===== config.mk =====
export PLATFORM = sky130hd
export DESIGN_NAME = bram_lane_accessor
export DESIGN_NICKNAME = d
export VERILOG_FILES = /design/src/rtl/bram_lane_accessor.sv
export SDC_FILE = /design/constraint.sdc
export NUM_CORES = 1
export LEC_CHECK = 0
export ABC_AREA = 0
export CORE_MARGIN = 2
export CORE_UTILIZATION = 41
export CTS_CLUSTER_SIZE = 30
export DETAILED_ROUTE_END_ITERATION = 8
export HOLD_SLACK_MARGIN = 0.03
export PLACE_DENSITY = 0.66
export RECOVER_POWER = 25
export REMOVE_ABC_BUFFERS = 1
export SYNTH_ARGS = -nofsm -noshare
export SYNTH_HDL_FRONTEND = slang
export SYNTH_SLANG_ARGS = --single-unit

===== constraint.sdc =====
create_clock -name clk -period 4.1 [get_ports clk]
set_clock_uncertainty 0.1 [all_clocks]
set_input_delay 1.23 -clock clk [delete_from_list [all_inputs] [get_ports clk]]
set_output_delay 1.23 -clock clk [all_outputs]
set_load 0.01 [all_outputs]

===== src/rtl/bram_lane_accessor.sv =====
`default_nettype none
// ============================================================================
// Module   : bram_lane_accessor
// Purpose  : Streams words from BRAM0, zero/sign-extends or accumulates each
//            lane, and writes one result word per source word to BRAM1.
// Option   : define BRAM_ACC_SATURATE_EN to clamp mode-2 accumulators.
// Revision : 1.0 - initial parametrised lane accessor
// ============================================================================
module bram_lane_accessor #(
   parameter int CNT_BIT        = 31,
   parameter int LANES          = 4,
   parameter int IN_DATA_WIDTH  = 8,
   parameter int OUT_LANE_WIDTH = 16,
   parameter int DWIDTH_1       = 32,
   parameter int DWIDTH_2       = 64,
   parameter int AWIDTH         = 8,
   parameter int MEM_SIZE       = 256,
   parameter int RD_LAT         = 1
) (
   input  logic                clk,
   input  logic                reset_n,
   input  logic                start_run_i,
   input  logic [CNT_BIT-1:0]  run_count_i,
   input  logic [1:0]          mode_i,
   input  logic [AWIDTH-1:0]   src_base_i,
   input  logic [AWIDTH-1:0]   dst_base_i,
   input  logic [DWIDTH_1-1:0] q_b0_i,
   input  logic [DWIDTH_2-1:0] q_b1_i,
   output logic                idle_o,
   output logic                read_o,
   output logic                write_o,
   output logic                done_o,
   output logic [AWIDTH-1:0]   addr_b0_o,
   output logic                ce_b0_o,
   output logic                we_b0_o,
   output logic [DWIDTH_1-1:0] d_b0_o,
   output logic [AWIDTH-1:0]   addr_b1_o,
   output logic                ce_b1_o,
   output logic                we_b1_o,
   output logic [DWIDTH_2-1:0] d_b1_o
);

   localparam logic [1:0] c_idle  = 2'd0;
   localparam logic [1:0] c_run   = 2'd1;
   localparam logic [1:0] c_drain = 2'd2;
   localparam logic [1:0] c_done  = 2'd3;

   localparam logic [1:0] c_mode_sext = 2'd1;
   localparam logic [1:0] c_mode_acc  = 2'd2;

   logic [1:0]          r_state;
   logic [CNT_BIT-1:0]  r_count;
   logic [CNT_BIT-1:0]  r_rd_cnt;
   logic [1:0]          r_mode;
   logic [AWIDTH-1:0]   r_rd_ptr;
   logic [AWIDTH-1:0]   r_wr_ptr;
   logic [AWIDTH-1:0]   r_addr_b0;
   logic [AWIDTH-1:0]   r_addr_b1;
   logic [RD_LAT-1:0]   r_vld;
   logic                r_we_b1;
   logic [DWIDTH_2-1:0] r_d_b1;
   logic [DWIDTH_2-1:0] w_d_next;
   logic                w_start;
   logic                w_issue;
   logic                w_sample;
   logic                w_last;
   logic                w_unused;

   function automatic logic [AWIDTH-1:0] f_next_addr(input logic [AWIDTH-1:0] a);
      return (a == AWIDTH'(MEM_SIZE - 1)) ? '0 : a + AWIDTH'(1);
   endfunction

   assign w_start  = (r_state == c_idle) && start_run_i;
   assign w_issue  = (r_state == c_run);
   assign w_sample = r_vld[RD_LAT-1];
   assign w_last   = (r_rd_cnt == r_count - CNT_BIT'(1));

   always_ff @(posedge clk or negedge reset_n) begin
      if (!reset_n) begin
         r_state   <= c_idle;
         r_count   <= '0;
         r_rd_cnt  <= '0;
         r_mode    <= '0;
         r_rd_ptr  <= '0;
         r_addr_b0 <= '0;
      end else begin
         case (r_state)
            c_idle: begin
               if (start_run_i) begin
                  r_count  <= run_count_i;
                  r_mode   <= mode_i;
                  r_rd_ptr <= src_base_i;
                  r_rd_cnt <= '0;
                  r_state  <= (run_count_i == '0) ? c_done : c_run;
               end
            end
            c_run: begin
               r_addr_b0 <= r_rd_ptr;
               r_rd_ptr  <= f_next_addr(r_rd_ptr);
               r_rd_cnt  <= r_rd_cnt + CNT_BIT'(1);
               if (w_last) begin
                  r_state <= c_drain;
               end
            end
            c_drain: begin
               if (r_vld == '0) begin
                  r_state <= c_done;
               end
            end
            default: r_state <= c_idle;
         endcase
      end
   end

   // Read k lands in bit RD_LAT-1 on the edge where its BRAM0 data is valid.
   always_ff @(posedge clk or negedge reset_n) begin
      if (!reset_n) begin
         r_vld     <= '0;
         r_we_b1   <= 1'b0;
         r_wr_ptr  <= '0;
         r_addr_b1 <= '0;
         r_d_b1    <= '0;
      end else begin
         r_vld   <= (r_vld << 1) | RD_LAT'(w_issue);
         r_we_b1 <= w_sample;
         if (w_start) begin
            r_wr_ptr <= dst_base_i;
         end else if (w_sample) begin
            r_addr_b1 <= r_wr_ptr;
            r_wr_ptr  <= f_next_addr(r_wr_ptr);
            r_d_b1    <= w_d_next;
         end
      end
   end

   generate
      for (genvar i = 0; i < LANES; i++) begin : g_lane
         logic [IN_DATA_WIDTH-1:0]  w_in;
         logic [OUT_LANE_WIDTH-1:0] w_zext;
         logic [OUT_LANE_WIDTH-1:0] w_sext;
         logic [OUT_LANE_WIDTH-1:0] w_acc_next;
         logic [OUT_LANE_WIDTH-1:0] r_acc;
         logic [OUT_LANE_WIDTH:0]   w_sum;

         assign w_in   = q_b0_i[i*IN_DATA_WIDTH +: IN_DATA_WIDTH];
         assign w_zext = OUT_LANE_WIDTH'(w_in);
         assign w_sext = OUT_LANE_WIDTH'($signed(w_in));
         assign w_sum  = {1'b0, r_acc} + (OUT_LANE_WIDTH + 1)'(w_in);
`ifdef BRAM_ACC_SATURATE_EN
         assign w_acc_next = w_sum[OUT_LANE_WIDTH] ? '1 : w_sum[OUT_LANE_WIDTH-1:0];
`else
         logic w_unused_carry;
         assign w_unused_carry = w_sum[OUT_LANE_WIDTH];
         assign w_acc_next     = w_sum[OUT_LANE_WIDTH-1:0];
`endif
         assign w_d_next[i*OUT_LANE_WIDTH +: OUT_LANE_WIDTH] =
            (r_mode == c_mode_acc)  ? w_acc_next :
            (r_mode == c_mode_sext) ? w_sext     : w_zext;

         always_ff @(posedge clk or negedge reset_n) begin
            if (!reset_n) begin
               r_acc <= '0;
            end else if (w_start) begin
               r_acc <= '0;
            end else if (w_sample && (r_mode == c_mode_acc)) begin
               r_acc <= w_acc_next;
            end
         end
      end
   endgenerate

   assign w_unused  = ^q_b1_i;

   assign idle_o    = (r_state == c_idle);
   assign read_o    = w_issue;
   assign done_o    = (r_state == c_done);
   assign ce_b0_o   = w_issue;
   assign addr_b0_o = w_issue ? r_rd_ptr : r_addr_b0;
   assign we_b0_o   = 1'b0;
   assign d_b0_o    = '0;
   assign ce_b1_o   = r_we_b1;
   assign we_b1_o   = r_we_b1;
   assign write_o   = r_we_b1;
   assign addr_b1_o = r_addr_b1;
   assign d_b1_o    = r_d_b1;

endmodule
`default_nettype wire


==> results of run 1 <==
sequential cells by signal (all words and copies together), names as in the netlist:
register and flops:
r_rd_ptr 8, r_mode 2, r_wr_ptr 8, r_rd_cnt 31
r_state 2, d_b1_o 64, r_addr_b0 8, r_vld 1
g_lane.r_acc 64, r_count 31, ce_b1_o 1, addr_b1_o 8
kinds of logic after synthesis:
logic type               share of synthesized area [%]
AND/OR/NAND/NOR                                   21.7
AO/OA/AOI/OAI                                     13.1
flip-flops                                        44.6
buffers and inverters                             5.20
XOR/XNOR                                          9.31
adder cells (fa/ha/maj)                           4.54
multiplexers                                      1.50
other                                           0.0293
through the flow:
stage / hold slack [ns] / setup slack (ns) / utilization [%] / instance area [um2]
6_report: 0.376 / 0.379 / 52.0 / 15900
5_1_grt: 0.410 / 0.248 / 52.0 / 15900
4_1_cts: 0.383 / 0.336 / 52.0 / 15900
3_5_place_dp: 0.362 / -0.0234 / 48.7 / 14900
3_3_place_gp: 0.363 / -0.0180 / 48.7 / 14900
2_1_floorplan: 0.350 / -0.583 / - / 12400
cells in the mapped netlist, types with 5 or more instances:
master,number
sky130_fd_sc_hd__a21o_1,10
sky130_fd_sc_hd__a21oi_1,76
sky130_fd_sc_hd__a22o_1,25
sky130_fd_sc_hd__a31oi_1,28
sky130_fd_sc_hd__a41oi_1,5
sky130_fd_sc_hd__and3_1,9
sky130_fd_sc_hd__and4_1,5
sky130_fd_sc_hd__buf_4,36
sky130_fd_sc_hd__clkbuf_1,63
sky130_fd_sc_hd__dfrtp_1,228
sky130_fd_sc_hd__ha_1,40
sky130_fd_sc_hd__inv_1,30
sky130_fd_sc_hd__mux2_2,9
sky130_fd_sc_hd__mux2i_1,9
sky130_fd_sc_hd__nand2_1,256
sky130_fd_sc_hd__nand2b_1,6
sky130_fd_sc_hd__nand3_1,46
sky130_fd_sc_hd__nand4_1,26
sky130_fd_sc_hd__nor2_1,162
sky130_fd_sc_hd__nor2b_1,8
sky130_fd_sc_hd__nor3_1,38
sky130_fd_sc_hd__nor4_1,20
sky130_fd_sc_hd__o21a_1,10
sky130_fd_sc_hd__o21ai_0,45
sky130_fd_sc_hd__o21ai_1,19
sky130_fd_sc_hd__o21bai_1,12
sky130_fd_sc_hd__o22ai_1,10
sky130_fd_sc_hd__or3_1,16
sky130_fd_sc_hd__xnor2_1,86
sky130_fd_sc_hd__xor2_1,50
worst min-delay path: cells and delay by family (launching register included):
family / cells / cell delay, ns
simple gates: 2 / 0.10
flops: 1 / 0.34
cell type report:
cell class                 count  area, um2  area share, %
tap                          396        495           3.11
clock buffer                  38        797           5.00
antenna                        1       2.50         0.0157
clock inverter                12        216           1.36
multi-input combinational   1114       6570           41.2
timing repair buffer         211       2040           12.8
sequential                   228       5710           35.8
inverter                      31        116          0.730
cell usage in the layout (no fill, tap or decap), drive strengths merged, types with 33 or more instances in the layout:
| cell | count |
|---|---|
| buf | 40 |
| conb | 33 |
| a21oi | 76 |
| xor2 | 50 |
| clkbuf | 40 |
| xnor2 | 86 |
| clkdlybuf4s50 | 169 |
| dfrtp | 228 |
| nor3 | 38 |
| nand3 | 46 |
| ha | 40 |
| o21ai | 64 |
| nor2 | 162 |
| nand2 | 256 |
report_power, final:
part	total (mW)	internal [mW]	switching [mW]
combinational	5.16	2.40	2.76
sequential	3.81	3.08	0.735
clock	2.71	1.73	0.988
total	11.7	7.20	4.48
worst paths after layout:
kind	start	endpoint	slack (ns)	depth (start not counted)
hold reg to reg	addr_b1_o[7]	addr_b1_o[7]	0.38	2
setup / recovery	r_state[1]	addr_b0_o[5]	0.38	5
max in group asynchronous	reset_n	d_b1_o[8]	0.94	2
setup reg to reg	r_count[2]	r_state[1]	0.71	8
hold / removal	addr_b1_o[7]	addr_b1_o[7]	0.38	2
min in group asynchronous	reset_n	d_b1_o[0]	1.29	1
per-layer routing:
| layer | vias up | GRT usage, % | wire length, um |
|---|---|---|---|
| met5 | - | 0 | 0 |
| met1 | 5113 | 27.4 | 15200 |
| met2 | 215 | 33.1 | 15500 |
| met3 | 45 | 2.85 | 1300 |
| met4 | 0 | 5.45 | 826 |
| li1 | 5274 | - | - |
==> results.txt, run 1 <==
----------------------------------------------------
[Power]
  Leakage power of the design ... 6.93 nW
  Max VDD drop ... 387 uV
  Power, Total ... 11.7 mW
  Power Density ... 733 nW/um2

[Clock network]
  Post-cts gate resize count ... 0
  Sink count of the clock tree ... 228
  CTS hold repair buffers ... 0
  Number of H-tree branching levels ... 1
  # Post-CTS Setup Buffers ... 0
  Total CTS buffers ... 27
  Buffer cell driving the clock tree root ... sky130_fd_sc_hd__clkbuf_16
  Longest Clk Path Bufs ... 3
  Clock-pin slew reported for the worst setup and hold paths after clock tree synthesis ... 0.06 ns
  Clock tree from TritonCTS ... yes
  Clk_lat worst skew ... 0.54 ns

[Setup path]
  Standard cell with the maximum stage delay on the critical path ... sky130_fd_sc_hd__clkdlybuf4s50_1
  Required @ worst endpoint ... 2.77 ns
  Type of destination of the critical path ... output port
  Data arrival, critical path ... 2.39 ns
  Critical path buffers and inverters ... 3
  Maximum single-stage delay on the critical path ... 0.48 ns
  Chain of cells forming the critical path ... inv_1 -> ha_1 -> buf_4 -> mux2_2 -> clkdlybuf4s50_1
  Maximum fanout count along the critical path ... 29
  Critical path launch point type ... flip-flop
  WS Path Type ... flip-flop to output port
  Family with the most delay on the worst path ... buffers and inverters

[Layout]
  Fraction of final layout cells with drive strength greater than 1 ... 6.98%
  Count of non-filler cells in the finished layout ... 2,031
  Fill cell count ... 2,830
  Final-stage net count ... 1,805
  Synthesis-to-layout area growth ... 24.6%

[Synthesis]
  Cell area after synthesis ... 12,800 um2
  Average size of a mapped cell ... 8.84 um2
  Post-synthesis cell type with the largest combined area ... sky130_fd_sc_hd__dfrtp_1
  Cell types with the largest area share after synthesis ... sky130_fd_sc_hd__dfrtp_1, sky130_fd_sc_hd__nand2_1, sky130_fd_sc_hd__xnor2_1, sky130_fd_sc_hd__nor2_1, sky130_fd_sc_hd__ha_1
  Main flop type after synthesis ... sky130_fd_sc_hd__dfrtp_1
  Synth warn ... 0
  Share of synthesized flip-flops with an asynchronous set or reset ... 100%
  Fraction of the yosys area taken by sequential cells ... 44.6%
  Register bit count reported by yosys ... 228
  Mapped Cells ... 1,447
  Distinct cell type count after synthesis ... 65
  Fraction of post-synthesis cell area in the top cell type by area ... 44.6%
  Number of enable flip-flop cells after synthesis ... 0

[Timing]
  Transition at the pin with the smallest max-transition slack ... 2.35 ns
  Tmin final ... 3.72 ns
  Setup Total Neg Slack ... 0 ns
  Headroom to the max-slew limit ... -56.6%
  Share of the cycle needed by the critical path after routing ... 90.8%
  Unrepaired setup endpoints after global routing ... no
  Highest clock frequency the design can meet ... 0.269 GHz
  Final count of negative-setup-slack endpoints ... 0
  Fin. max-slew vios ... 85
  Final count of hold timing violations ... 0

[Global routing]
  Maximum number of pins on one net before global-route repair ... 87
  Wire length of the first global-routing pass ... 54,500 um
  Overflow left after global routing ... 0
  Number of antenna violations at the first check in global routing ... 1
  Global routing usage summed across all routing layers ... 20.0%
  Via count of the first global-routing pass ... 10,500

[Detailed routing]
  Number of detailed-route iterations in the first pass ... 5
  Post-DR vias/cell ... 5.24
  DRC errors left ... 0
  Final wirelength ... 32,800 um
  Detail Route Antenna Nets ... 0
  Wire length per cell after detailed routing ... 16.2 um
  Initial DRC count ... 557
  Total number of vias ... 10,600

[Floorplanning]
  Initial standard-cell utilization of the core ... 41.7%
  Height of the die ... 181 um
  IO Pins ... 268
  Core Region ... 30,700 um2
  Total die area ... 32,600 um2
  Chip width ... 181 um
  Site row count ... 64

[Placement]
  Global placer's final weighted congestion ... 0.831
  Hpwl dp ... 22,800 um
  Placed cells ... 1,980
  Count of buffers from port buffering ... 170

[Status]
  Failing checks ... capacitance limit, slew limit
  Outcome ... finished with violations

[Job]
  Max-cap violations ... 1

[Worst hold path]
  Hold crit path type ... flip-flop to flip-flop

----------------------------------------------------
(Power assumes the default switching activity.)
==> run 2, diff against run 1 <==
- TNS_END_PERCENT: not set -> 1
==> results of run 2 <==
Same layout as run 1: the final DEF is identical, and so are final timing and power.
